**config.mk**
```make
export PLATFORM = sky130hd
export DESIGN_NAME = game_round_controller
export DESIGN_NICKNAME = d
export VERILOG_FILES = /design/src/rtl/game_pkg.sv /design/src/rtl/cycle_timer.sv /design/src/rtl/game_round_controller.sv
export SDC_FILE = /design/constraint.sdc
export NUM_CORES = 1
export LEC_CHECK = 0
export CAP_MARGIN = 20
export CORE_ASPECT_RATIO = 0.75
export CORE_MARGIN = 5
export CORE_UTILIZATION = 54
export DETAILED_ROUTE_END_ITERATION = 8
export GPL_TIMING_DRIVEN = 0
export PLACE_DENSITY = 0.79
export SYNTH_ARGS = -nofsm -noshare
export SYNTH_HDL_FRONTEND = slang
export SYNTH_SLANG_ARGS = --single-unit
```
**constraint.sdc**
```tcl
create_clock -name clk -period 2.2 [get_ports clk]
set_input_delay 0.44 -clock clk [delete_from_list [all_inputs] [get_ports clk]]
set_output_delay 0.44 -clock clk [all_outputs]
set_load 0.01 [all_outputs]
```
**src/rtl/game_pkg.sv**
```systemverilog
// -----------------------------------------------------------------------------
// game_pkg
// Shared definitions for the number-conversion game round controller:
//   - state_t     : controller state encoding
//   - CNT_W       : width of the score and round counters
//   - level_mask(): difficulty level to target-mask lookup
// -----------------------------------------------------------------------------
package game_pkg;

  typedef enum logic [2:0] {
    S_IDLE   = 3'd0,
    S_LOAD   = 3'd1,
    S_PLAY   = 3'd2,
    S_RESULT = 3'd3,
    S_DONE   = 3'd4
  } state_t;

  localparam int CNT_W = 4;

  // Higher levels expose more bits of the random value to convert.
  function automatic logic [7:0] level_mask(input logic [1:0] lvl);
    case (lvl)
      2'd0:    level_mask = 8'h03;
      2'd1:    level_mask = 8'h0F;
      2'd2:    level_mask = 8'h3F;
      default: level_mask = 8'hFF;
    endcase
  endfunction

endpackage

```
**src/rtl/cycle_timer.sv**
```systemverilog
// -----------------------------------------------------------------------------
// cycle_timer
// Loadable down-counter. A load sets the count; otherwise it decrements and
// parks at zero. done is high whenever the count is zero, so loading N-1
// makes done appear in the N-th cycle after the load.
// Ports:
//   clk        : clock, rising edge
//   rst        : synchronous active-high reset (count -> 0)
//   load       : load load_value this cycle (wins over decrement)
//   load_value : value to load
//   done       : count is zero
// -----------------------------------------------------------------------------
module cycle_timer #(
  parameter int WIDTH = 8
) (
  input  logic             clk,
  input  logic             rst,
  input  logic             load,
  input  logic [WIDTH-1:0] load_value,
  output logic             done
);

  logic [WIDTH-1:0] r_count;

  // NOTE: sequential state uses non-blocking (<=) so every register samples
  // pre-edge values; blocking here would create order-dependent simulation.
  always_ff @(posedge clk) begin
    if (rst) begin
      r_count <= '0;
    end else if (load) begin
      r_count <= load_value;
    end else if (r_count != '0) begin
      r_count <= r_count - 1'b1;
    end
  end

  assign done = (r_count == '0);

endmodule

```
**src/rtl/game_round_controller.sv**
```systemverilog
// -----------------------------------------------------------------------------
// game_round_controller
// Runs a game of NUM_ROUNDS rounds. Each round loads a masked random target,
// waits for the player's guess (or a timeout), then shows the result for
// RESULT_HOLD cycles. All outputs are registered.
// Ports:
//   clk, rst    : clock (rising edge) and synchronous active-high reset
//   start       : pulse, begins a game from IDLE or DONE
//   submit      : pulse, commits guess during PLAY
//   guess       : player switch value
//   level       : difficulty, sampled on an accepted start
//   rnd_in      : external free-running random value
//   target      : current number to convert
//   score       : correct answers this game (saturating)
//   round_idx   : current round, 0-based
//   playing, show_result, correct, timed_out, game_over : status flags
// -----------------------------------------------------------------------------
module game_round_controller
  import game_pkg::*;
#(
  parameter int NUM_ROUNDS     = 8,
  parameter int TIMEOUT_CYCLES = 50_000_000,
  parameter int RESULT_HOLD    = 25_000_000
) (
  input  logic             clk,
  input  logic             rst,
  input  logic             start,
  input  logic             submit,
  input  logic [7:0]       guess,
  input  logic [1:0]       level,
  input  logic [7:0]       rnd_in,
  output logic [7:0]       target,
  output logic [CNT_W-1:0] score,
  output logic [CNT_W-1:0] round_idx,
  output logic             playing,
  output logic             show_result,
  output logic             correct,
  output logic             timed_out,
  output logic             game_over
);

  localparam int MAX_CYC = (TIMEOUT_CYCLES > RESULT_HOLD) ? TIMEOUT_CYCLES : RESULT_HOLD;
  localparam int TW      = $clog2(MAX_CYC + 1);

  localparam logic [TW-1:0]    TIMEOUT_LOAD = TW'(TIMEOUT_CYCLES - 1);
  localparam logic [TW-1:0]    HOLD_LOAD    = TW'(RESULT_HOLD - 1);
  localparam logic [CNT_W-1:0] SCORE_MAX    = CNT_W'(NUM_ROUNDS);
  localparam logic [CNT_W-1:0] LAST_ROUND   = CNT_W'(NUM_ROUNDS - 1);

  state_t           r_state;
  logic [7:0]       r_mask;
  logic [7:0]       r_target;
  logic [CNT_W-1:0] r_score;
  logic [CNT_W-1:0] r_round;
  logic             r_playing;
  logic             r_show;
  logic             r_correct;
  logic             r_timed_out;
  logic             r_game_over;

  logic             w_timer_done;
  logic             w_timer_load;
  logic [TW-1:0]    w_timer_value;
  logic             w_hit;

  // One timer serves both phases: armed with the timeout while in LOAD, and
  // re-armed with the hold time on the edge that leaves PLAY.
  assign w_timer_load  = (r_state == S_LOAD) ||
                         ((r_state == S_PLAY) && (submit || w_timer_done));
  assign w_timer_value = (r_state == S_LOAD) ? TIMEOUT_LOAD : HOLD_LOAD;
  assign w_hit         = (guess == r_target);

  cycle_timer #(
    .WIDTH(TW)
  ) u_timer (
    .clk       (clk),
    .rst       (rst),
    .load      (w_timer_load),
    .load_value(w_timer_value),
    .done      (w_timer_done)
  );

  always_ff @(posedge clk) begin
    if (rst) begin
      r_state     <= S_IDLE;
      r_mask      <= '0;
      r_target    <= '0;
      r_score     <= '0;
      r_round     <= '0;
      r_playing   <= 1'b0;
      r_show      <= 1'b0;
      r_correct   <= 1'b0;
      r_timed_out <= 1'b0;
      r_game_over <= 1'b0;
    end else begin
      case (r_state)
        S_IDLE, S_DONE: begin
          if (start) begin
            r_state     <= S_LOAD;
            r_score     <= '0;
            r_round     <= '0;
            r_mask      <= level_mask(level);
            r_game_over <= 1'b0;
          end
        end

        S_LOAD: begin
          r_target  <= rnd_in & r_mask;
          r_playing <= 1'b1;
          r_state   <= S_PLAY;
        end

        S_PLAY: begin
          // submit is checked first so a same-cycle timeout resolves as a submit.
          if (submit) begin
            r_state     <= S_RESULT;
            r_playing   <= 1'b0;
            r_show      <= 1'b1;
            r_correct   <= w_hit;
            r_timed_out <= 1'b0;
            if (w_hit && (r_score < SCORE_MAX)) begin
              r_score <= r_score + 1'b1;
            end
          end else if (w_timer_done) begin
            r_state     <= S_RESULT;
            r_playing   <= 1'b0;
            r_show      <= 1'b1;
            r_correct   <= 1'b0;
            r_timed_out <= 1'b1;
          end
        end

        S_RESULT: begin
          if (w_timer_done) begin
            r_show      <= 1'b0;
            r_correct   <= 1'b0;
            r_timed_out <= 1'b0;
            if (r_round == LAST_ROUND) begin
              r_state     <= S_DONE;
              r_game_over <= 1'b1;
            end else begin
              r_round <= r_round + 1'b1;
              r_state <= S_LOAD;
            end
          end
        end

        default: r_state <= S_IDLE;
      endcase
    end
  end

  assign target      = r_target;
  assign score       = r_score;
  assign round_idx   = r_round;
  assign playing     = r_playing;
  assign show_result = r_show;
  assign correct     = r_correct;
  assign timed_out   = r_timed_out;
  assign game_over   = r_game_over;

endmodule

```
==> metrics.txt <==
Max-Slew Margin vs Limit 55.3%; Num CTS Buffers 5; Fin Setup TNS -0.0638 ns; count of cell types in the netlist 55; Placed Instances 416; I/O Buffers 41; HP Class in2reg; critical path capture point u_timer.r_count[2]$_SDFFE_PP0P_; design area 3570 µm²; Final min period 2.26 ns; Placed Instance Area 3260 µm²; Initial Utilization 56.3%; post-route setup slack -0.0558 ns; R2R cell count 6; most common cell in the netlist dfxtp_1; run status finished with violations; Max Slew Vio Count 0; Slowest-stage cell, CP nor4_2; CP cell instances nor4_2, nand2_1, or3_1, clkbuf_1, a21oi_1, a21oi_1; reg2reg setup slack -0.06 ns; Max Clock Freq 443 MHz; switch share 38.6%; Syn-to-layout area delta 28.8%; cell leakage power 1.21 nW; largest net degree at the start of global routing 18; syn nets 340; Synth top area share 39.0%; Die Area 6690 µm²; Antenna Cells 0; Worst-path clk slew 0.11 ns; pwr/cell area 815 nW/µm²; most frequent cells after synthesis dfxtp_1 (54), a21oi_1 (37), nand2_1 (23), nor2_1 (20), nand3_1 (18); CTS Hold Buffers Added 0; first-pass GRT wire length 11900 µm; Setup Skew 0.0124 ns; largest cells by area after synthesis dfxtp_1 (39%), a21oi_1 (6.7%), xnor2_1 (4.1%); initial antenna violation count 0; most common flop cell mapped by yosys dfxtp_1; Final Cycle Share 103%; maxcap violations 0; Layout Nets 400; share of the yosys chip area belonging to registers 39.0%; Final GP Congestion 1.01; Vias/cell 6.28; area leader, netlist dfxtp_1; # DRC 0; EDFF count, synth 0; Final Hold Viols 0; Die Width 92.8 µm; Sink Count 54; Antenna Nets Post-Route 0; routed length on met1 3650 µm; Power Total 2.91 mW; WP data arrival 2.43 ns; CP Launch Type flip-flop; vias in the first global route 2351; Bufs on Longest Clock Path 2; RSZ-0062 raised after global routing yes; Sw Pwr 1.12 mW; router iterations before antenna repair 5; CTS root buf clkbuf_8; H-tree depth 2; failing checks setup timing; Yosys reg bits 54; Largest stage delay, worst path 0.65 ns; Cells after Synth 315; # setup viols final 2; IO Count 43; core area 4930 µm²; worst-margin pin slew 0.665 ns; detailed placement HPWL 5460 µm; cell-internal power 1.79 mW; critical path peak fanout 7; worst path required time 2.37 ns; clock power share 19.5%; r2r endpoint u_timer.r_count[2]$_SDFFE_PP0P_; part of the power in registers 42.7%; Worst Hold Launch rst; die height 72.1 µm; fin cells 436; GRT Residual Overflow 0; Tot GR Track Use 22.4%; Iter 0 DRT Violations 271; Post-synth ARST share 0%; Max VDD drop 0.000400 V; yosys warns 0; final WL 7830 µm; most frequent CP cell a21oi_1; Comb power frac 37.8%; ratio of cells with drive above 1 in the final layout 16.8%; top sig layer met4; DR WL met2 3410 µm; Routed WL per cell 18.0 µm; Clock Latency Late Sink 0.32 ns; FF-to-FF Start u_timer.r_count[8]$_SDFFE_PP0P_; critical path type reg2reg; Mean Syn Cell Area 8.81 µm²; CTS tree built; CP endpoint kind flip-flop; met3 wire length 622 µm; Mapped Area 2770 µm²; DR vias 2740; row count 22; critical path launch point u_timer.r_count[8]$_SDFFE_PP0P_
==> final cells by class <==
class | count | area [µm²]
multi-input combinational | 243 | 1700
fill | 396 | 1350
sequential | 54 | 1090
timing repair buffer | 54 | 512
buffer | 11 | 77.6
tap | 60 | 75.1
clock buffer | 5 | 68.8
inverter | 6 | 22.5
clock inverter | 3 | 21.3
==> critical path: cells and delay by family, from the launching register on <==
kind | cells | cell delay (ns)
AND/OR/NAND/NOR | 3 | 1.24
AO/OA/AOI/OAI | 2 | 0.28
flip-flops | 1 | 0.39
buffers and inverters | 1 | 0.19
==> cell families (layout without fill, tap and decap cells) <==
kind of cell    after synthesis  in the layout  share of synthesized area (%)
simple gates                136            136                           30.8
xor+xnor                     23             23                           7.26
flops                        54             54                           39.0
buf+inv                      18             79                           3.70
fa+ha+maj                     3              3                           1.35
mux                           1              1                          0.361
compound gates               80             80                           17.5
==> worst min path at each step <==
stage	to	slack [ns]	cells after the start
3_5_place_dp	game_over$_SDFFE_PP0P_	0.45	2
3_3_place_gp	game_over$_SDFFE_PP0P_	0.45	2
5_1_grt	u_timer.r_count[11]$_SDFFE_PP0P_	0.35	2
2_1_floorplan	r_mask[6]$_SDFFE_PP0P_	0.45	2
6_report	u_timer.r_count[11]$_SDFFE_PP0P_	0.36	2
4_1_cts	u_timer.r_count[11]$_SDFFE_PP0P_	0.36	2
==> registers in the layout, indices dropped and copies added (netlist names) <==
| register | flops |
|---|---|
| playing | 1 |
| r_mask | 4 |
| round_idx | 4 |
| timed_out | 1 |
| r_state | 3 |
| show_result | 1 |
| correct | 1 |
| target | 8 |
| u_timer.r_count | 26 |
| score | 4 |
| game_over | 1 |
==> power by group through the flow <==
| stage | Clock (mW) | Sequential, mW | Combinational, mW |
|---|---|---|---|
| finish | 0.569 | 1.24 | 1.10 |
| detailed placement | 0 | 1.23 | 0.899 |
| global placement | 0 | 1.22 | 0.881 |
| floorplan | 0 | 1.20 | 0.682 |
| CTS | 0.578 | 1.22 | 0.954 |
| global route | 0.615 | 1.26 | 1.18 |
==> stage by stage <==
stage	hold WS, ns	utilization (%)	setup WS, ns
final	0.362	72.5	-0.0558
after global routing	0.352	72.5	-0.114
after CTS	0.358	69.2	0.000319
after detailed placement	0.451	66.2	-0.176
after global placement	0.445	66.2	-0.139
after floorplan	0.445	-	0.197
==> metal layers <==
layer | up-vias | track usage, %
met5 | - | 0
met4 | 0 | 7.32
met3 | 19 | 4.35
met2 | 129 | 33.4
met1 | 1291 | 32.5
li1 | 1301 | -
==> cell usage in the layout (no fill, tap or decap), types with 4 or more instances in the layout <==
| cell type | instances |
|---|---|
| or3_1 | 10 |
| a21oi_1 | 35 |
| buf_4 | 12 |
| clkbuf_8 | 7 |
| or4_1 | 4 |
| nand4_1 | 12 |
| nand3b_1 | 5 |
| xor2_1 | 10 |
| nor3_1 | 5 |
| dfxtp_1 | 49 |
| nor4_4 | 7 |
| o31ai_1 | 4 |
| a31oi_1 | 6 |
| inv_1 | 6 |
| xnor2_1 | 13 |
| clkdlybuf4s50_1 | 41 |
| o21ai_0 | 13 |
| nor2_1 | 20 |
| clkbuf_1 | 6 |
| nand3_1 | 18 |
| nand2_1 | 22 |
| nor2b_1 | 4 |
==> repair_timing <==
action	CTS	global route
endpoints found under the hold margin	0	0
gates cloned	0	1
buffers inserted	4	8
resized for setup	6	25
endpoints found under the setup margin	21	29
pin swaps	3	7
No activity file was read; power rests on OpenSTA's default activity.
==> RTL change 1 (same settings) <==
The parameter `RESULT_HOLD` goes from 25_000_000 to 6_250_000.
--- a/src/rtl/game_round_controller.sv
+++ b/src/rtl/game_round_controller.sv
@@ -20,7 +20,7 @@
 #(
   parameter int NUM_ROUNDS     = 8,
   parameter int TIMEOUT_CYCLES = 50_000_000,
-  parameter int RESULT_HOLD    = 25_000_000
+  parameter int RESULT_HOLD    = 6_250_000
 ) (
   input  logic             clk,
   input  logic             rst,
Behaviour: no difference found for any inputs over 10 cycles, from zero or initial values and one cycle with rst high; that may be too few to reach the edited logic, so the function may still have changed.
==> RTL change 1 against the unedited design <==
  * The run still ends with negative setup slack left
  * Die area decreased by 5.2%
  * Area after synthesis decreased by 6.0%
  * Worst setup slack got worse by 0.32 ns
  * Sequential cell count unchanged
  * Final area increased by 13%
  * Wire length increased by 30%
Power is not compared: it rests on default switching activity, and its combinational part moved more than twofold at a synthesized area within 25%.
==> RTL change 1: results (changes against the unedited design) <==
- The final-layout fill cell count is 209 (-47%).
* Final nets: 419 (+4.8%)
* Maximum fanout along the worst path: 3 (-4)
- The maximum number of pins on one net before global-route repair came to 15 (-3).
- The final worst slack was -0.377 ns (-0.321 ns).
* Drt first-iter violations: 540 (+99%)
* Wire length after detailed routing: 10.2 mm (+30%)
- The number of endpoints failing setup at the final stage is 40 (+38).
* Aggregate global-route resource usage: 26.6% (+4.2 points)
- The largest individual stage delay along the critical path comes from the cell sky130_fd_sc_hd__or4b_4.
- For this design the static power due to leakage is 1.36 nW.
* HPWL after detailed placement: 4.87 mm (-11%)
- Antenna fix cells: 0 (unchanged)
- The register area share after synthesis is 41.4% (+2.5 points).
- Number of optimization iterations in the first detailed-route pass: 6 (+1)
- The count of buffers inserted at the top-level ports came to 41 (unchanged).
- The net count of the mapped netlist came to 330 (-2.9%).
* Count of different cell masters after synthesis: 45 (-18%)
- Area of the placeable core: 0.00457 mm2 (-7.2%)
- In this run the worst hold path is classified as flip-flop to flip-flop.
- Area after detailed placement: 0.00313 mm2 (-4.1%)
- Status: finished, violations left
- By area the synthesized netlist is led by sky130_fd_sc_hd__dfxtp_1 41%, sky130_fd_sc_hd__xnor2_1 6.4%, sky130_fd_sc_hd__a21oi_1 5.9%, sky130_fd_sc_hd__nand2_1 3.5%, sky130_fd_sc_hd__a31oi_1 3.4%.
* Top cell types by occurrence after synthesis: 54 x sky130_fd_sc_hd__dfxtp_1, 31 x sky130_fd_sc_hd__a21oi_1, 24 x sky130_fd_sc_hd__nand2_1, 19 x sky130_fd_sc_hd__xnor2_1, 18 x sky130_fd_sc_hd__nor2_1
- The tree is rooted in a sky130_fd_sc_hd__clkbuf_8.
* Gp weighted congestion: 0.893 (-11%)
- The biggest cell delay along the critical path was 0.47 ns (-0.18 ns).
* Violations in the final reports: negative setup slack
- The worst clock skew came to 0.00761 ns (-0.00475 ns).
- The clock-pin slew of the registers on the worst-case setup and hold paths came to 0.09 ns (-0.02 ns).
- Counting flops per register, the top entry is u_timer.r_count.
- Post-layout instance count excluding filler cells: 451 (+3.4%)
- Yosys warnings: 0 (unchanged)
* Ratio of cells with drive above 1 in the final layout: 31.0% (+14 points)
* Post-Synthesis Mean Instance Area: 8.55 um2 (-2.9%)
- Vias in the first global route: 2707 (+15%)
* Largest buffer count on any clock path: 2 (unchanged)
* Global-route wire length before repair: 13.7 mm (+15%)
- The number of cells in the design after placement came to 403 (-3.1%).
- The data arrival time of the critical path is 2.80 ns (+0.37 ns).
* Via total after detailed routing: 3089 (+13%)
* Transition at the pin with the smallest max-transition slack: 0.761 ns (+0.0957 ns)
- The proportion of netlist area held by the largest area contributor is 41.4% (+2.5 points).
RTL change 1: cell types whose count changed after synthesis, moves of 4 or more:
cell,unedited run,this run
sky130_fd_sc_hd__a31oi_1,8,14
sky130_fd_sc_hd__xor2_1,10,1
sky130_fd_sc_hd__o31ai_1,4,9
sky130_fd_sc_hd__nand3b_1,5,1
sky130_fd_sc_hd__nand4_1,12,7
sky130_fd_sc_hd__xnor2_1,13,19
sky130_fd_sc_hd__nand3_1,18,13
sky130_fd_sc_hd__a21oi_1,37,31
sky130_fd_sc_hd__nor3_1,6,11
sky130_fd_sc_hd__or4_1,5,10
RTL change 1: metrics by stage:
stage	setup slack [ns]	setup TNS, ns
floorplan	-0.268	-2.19
global placement	-0.618	-13.15
detailed placement	-0.613	-13.47
CTS	-0.314	-7.91
global route	-0.416	-12.68
finish	-0.377	-9.83
RTL change 1: cells by family (layout without fill, tap and decap cells):
family,Yosys count,after routing,share of synthesized area (%)
simple gates,123,123,26.6
compound gates,85,86,20.3
flops,54,54,41.4
xor+xnor,20,20,6.71
buf+inv,19,107,3.12
fa+ha+maj,3,3,1.44
mux,1,1,0.384
RTL change 1: timing repair:
action | CTS | global route
endpoints found under the setup margin | 38 | 39
hold buffers | 0 | 0
pin swaps | 26 | 26
gates resized for setup | 58 | 51
cloned | 2 | 0
buffers inserted | 34 | 12
RTL change 1: worst register-to-register path, delay by kind of cell (launching register included):
family,cells,cell delay (ns)
DFF,1,0.34
adders and majority gates,1,0.13
AOI/OAI and AO/OA,1,0.20
buffers and inverters,2,0.21
and+or+nand+nor,4,1.61
RTL change 1: worst paths after layout:
check,slack (ns),endpoint,depth (start not counted),start
hold / removal,0.49,target[1],2,target[1]
hold reg to reg,0.49,target[1],2,target[1]
setup / recovery,-0.38,u_timer.r_count[10],8,u_timer.r_count[0]
setup reg to reg,-0.38,u_timer.r_count[10],8,u_timer.r_count[0]
RTL change 1: power by group through the flow:
stage / sequential (mW) / combinational, mW / clock [mW]
finish: 1.34 / 2.49 / 0.541
detailed placement: 1.30 / 1.14 / 0
CTS: 1.29 / 1.93 / 0.527
floorplan: 1.27 / 0.880 / 0
global route: 1.36 / 2.57 / 0.579
global placement: 1.29 / 1.12 / 0
RTL change 1: per-layer routing:
layer	wire, um	vias to the layer above	track usage [%]
li1	-	1322	-
met1	3950	1423	36.4
met2	4350	265	41.4
met3	1170	79	4.83
met4	682	0	10.6
met5	0	-	0
RTL change 1: area by class of cell:
cell class	instances	area (um2)	share of cell area, %
buffer	11	71.3	1.76
clock buffer	7	76.3	1.88
inverter	4	15.0	0.370
multi-input combinational	233	1880	46.4
sequential	54	1090	26.9
tap	57	71.3	1.76
timing repair buffer	85	848	20.9
==> RTL change 2 (config.mk and constraints unchanged) <==
Without the edit above. Put one more register stage on the output `target`, cleared by the reset. The value now appears one clock later. The other outputs are not delayed to match.
--- a/src/rtl/game_round_controller.sv
+++ b/src/rtl/game_round_controller.sv
@@ -150,7 +150,13 @@
     end
   end
 
-  assign target      = r_target;
+  always_ff @(posedge clk) begin
+    if (rst) begin
+      target <= '0;
+    end else begin
+      target <= r_target;
+    end
+  end
   assign score       = r_score;
   assign round_idx   = r_round;
   assign playing     = r_playing;
Function: changed (a bounded check fails within 4 cycles, from zero or initial values and one cycle with rst high).
==> RTL change 2 against the unedited design <==
  * The run still ends with negative setup slack left
  * Area after synthesis rose by 8.3%
  * Sequential cell count rose by 8
  * Worst setup slack got worse by 0.089 ns
  * First-iteration DRC count fell by 5.2%
  * Power rose by 33%
  * Final area rose by 15%
  * Global-route usage rose by 4.3 points
  * Wire length rose by 22%
==> RTL change 2: results (changes against the unedited design) <==
- Status: finished, violations left
* Violations in the final reports: negative setup slack
- The distinct cell type count after synthesis came to 54 (-1.8%).
* Largest voltage drop on the vdd net: 0.000608 V (+52%)
- Final Skew: 0.0101 ns (-0.00223 ns)
- Type of the most critical hold path: flip-flop to flip-flop
- Fillers: 379 (-4.3%)
* Maximum fanout along the worst path: 5 (-2)
- The all-layer global routing usage is 26.7% (+4.3 points).
- HPWL after detailed placement: 6.18 mm (+13%)
- The worst hold path begins at u_timer.r_count[0].
- The data arrival time of the critical path is 2.62 ns (+0.19 ns).
* Number of levels in the clock H-tree: 3 (+1)
- After synthesis, the cell types taking the most area are sky130_fd_sc_hd__dfxtp_1 41%, sky130_fd_sc_hd__a21oi_1 5.0%, sky130_fd_sc_hd__xor2_1 3.5%, sky130_fd_sc_hd__nand3_1 3.2%, sky130_fd_sc_hd__o21ai_0 3.2%.
- Number of buffers created by CTS: 9 (+4)
- The transition time at the pin with the least slew margin came to 0.638 ns (-0.0269 ns).
- The net count of the mapped netlist was 377 (+11%).
- Maximum number of pins on one net before global-route repair: 11 (-7)
- Worst slack on hold paths: 0.464 ns (+0.102 ns)
- Share of the yosys chip area belonging to registers: 41.3% (+2.3 points)
- Final nets: 448 (+12%)
* Worst Setup Slack post-DPL: -0.606 ns (-0.430 ns)
- Ratio of cells with drive above 1 in the final layout: 19.4% (+2.7 points)
- The critical path starts at u_timer.r_count[24].
* Top cell types by occurrence after synthesis: 62 x sky130_fd_sc_hd__dfxtp_1, 30 x sky130_fd_sc_hd__a21oi_1, 24 x sky130_fd_sc_hd__nor2_1, 23 x sky130_fd_sc_hd__nand2_1
- Vias in the first global route: 2932 (+25%)
- P_leak: 1.45 nW (+20%)
* Gp weighted congestion: 0.960 (-4.8%)
- The aggregate routed wire length came to 9.55 mm (+22%).
- Clock transition time at the flip-flop clock pins of the worst setup and hold paths: 0.07 ns (-0.04 ns)
- The aggregate negative setup slack was -2.02 ns (-1.95 ns).
- The count of buffers inserted at the top-level ports was 42 (+2.4%).
- The number of endpoints failing setup at the final stage was 22 (+20).
- Via density: 6.34 (+0.86%)
- The clock latency at the later pin of the worst-skew pair is 0.35 ns (+0.03 ns).
- The number of DRC violations after detailed-routing iteration 0 came to 257 (-5.2%).
* Worst setup margin: -0.145 ns (-0.0894 ns)
==> RTL change 2: metrics by stage <==
| step | power [mW] | instance area, um2 | instances |
|---|---|---|---|
| final | 3.87 | 4100 | 502 |
| after global routing | 4.05 | 4100 | 502 |
| after CTS | 3.68 | 3920 | 493 |
| after detailed placement | 2.42 | 3520 | 469 |
| after global placement | 2.39 | 3520 | 469 |
| after floorplan | 2.12 | 3010 | 352 |
==> RTL change 2: timing repair <==
action                     4_1_cts  5_1_grt
cloned                           0        3
pin swaps                        7       15
setup endpoints to repair       35       31
gates resized for setup         25       28
setup buffers                   10        6
==> RTL change 2: worst paths after layout <==
path / depth (start not counted) / endpoint
setup / recovery: 6 / u_timer.r_count[12]
hold / removal: 1 / u_timer.r_count[0]
setup reg to reg: 6 / u_timer.r_count[12]
hold reg to reg: 1 / u_timer.r_count[0]
==> RTL change 2: cell type report <==
cell class	instances	share of cell area (%)
Multi-Input combinational cell	265	43.9
Tap cell	75	2.29
Clock inverter	5	1.83
Clock buffer	10	3.11
Buffer	18	3.39
Timing Repair Buffer	61	14.5
Inverter	6	0.549
Sequential cell	62	30.5
==> RTL change 2: cell families (layout without fill, tap and decap cells) <==
kind of cell,count (synthesis),count (layout),synth area share [%]
compound gates,95,95,19.8
xor+xnor,14,14,4.08
fa+ha+maj,3,3,1.25
buf+inv,25,100,4.83
flops,62,62,41.3
simple gates,153,153,28.8
==> RTL change 2: power breakdown <==
group          total (mW)  leakage, nW  switching [mW]  internal [mW]
sequential           1.44        0.508           0.177           1.26
clock                1.08        0.106           0.451          0.626
combinational        1.35        0.837           0.739          0.613
total                3.87         1.45            1.37           2.50
==> RTL change 2: per-layer routing <==
layer / track usage [%] / wire length (um)
met5: 0 / 0
met4: 9.62 / 189
met3: 9.10 / 905
met2: 40.0 / 4320
met1: 35.7 / 4140
==> RTL change 2: worst max-delay path: stages (launching register included) <==
cell                       delay, ns
sky130_fd_sc_hd__dfxtp_2        0.34
sky130_fd_sc_hd__or4_4          0.55
sky130_fd_sc_hd__or4_4          0.55
sky130_fd_sc_hd__o311ai_4       0.24
sky130_fd_sc_hd__nand3b_1       0.24
sky130_fd_sc_hd__buf_4          0.23
sky130_fd_sc_hd__a31oi_1        0.12
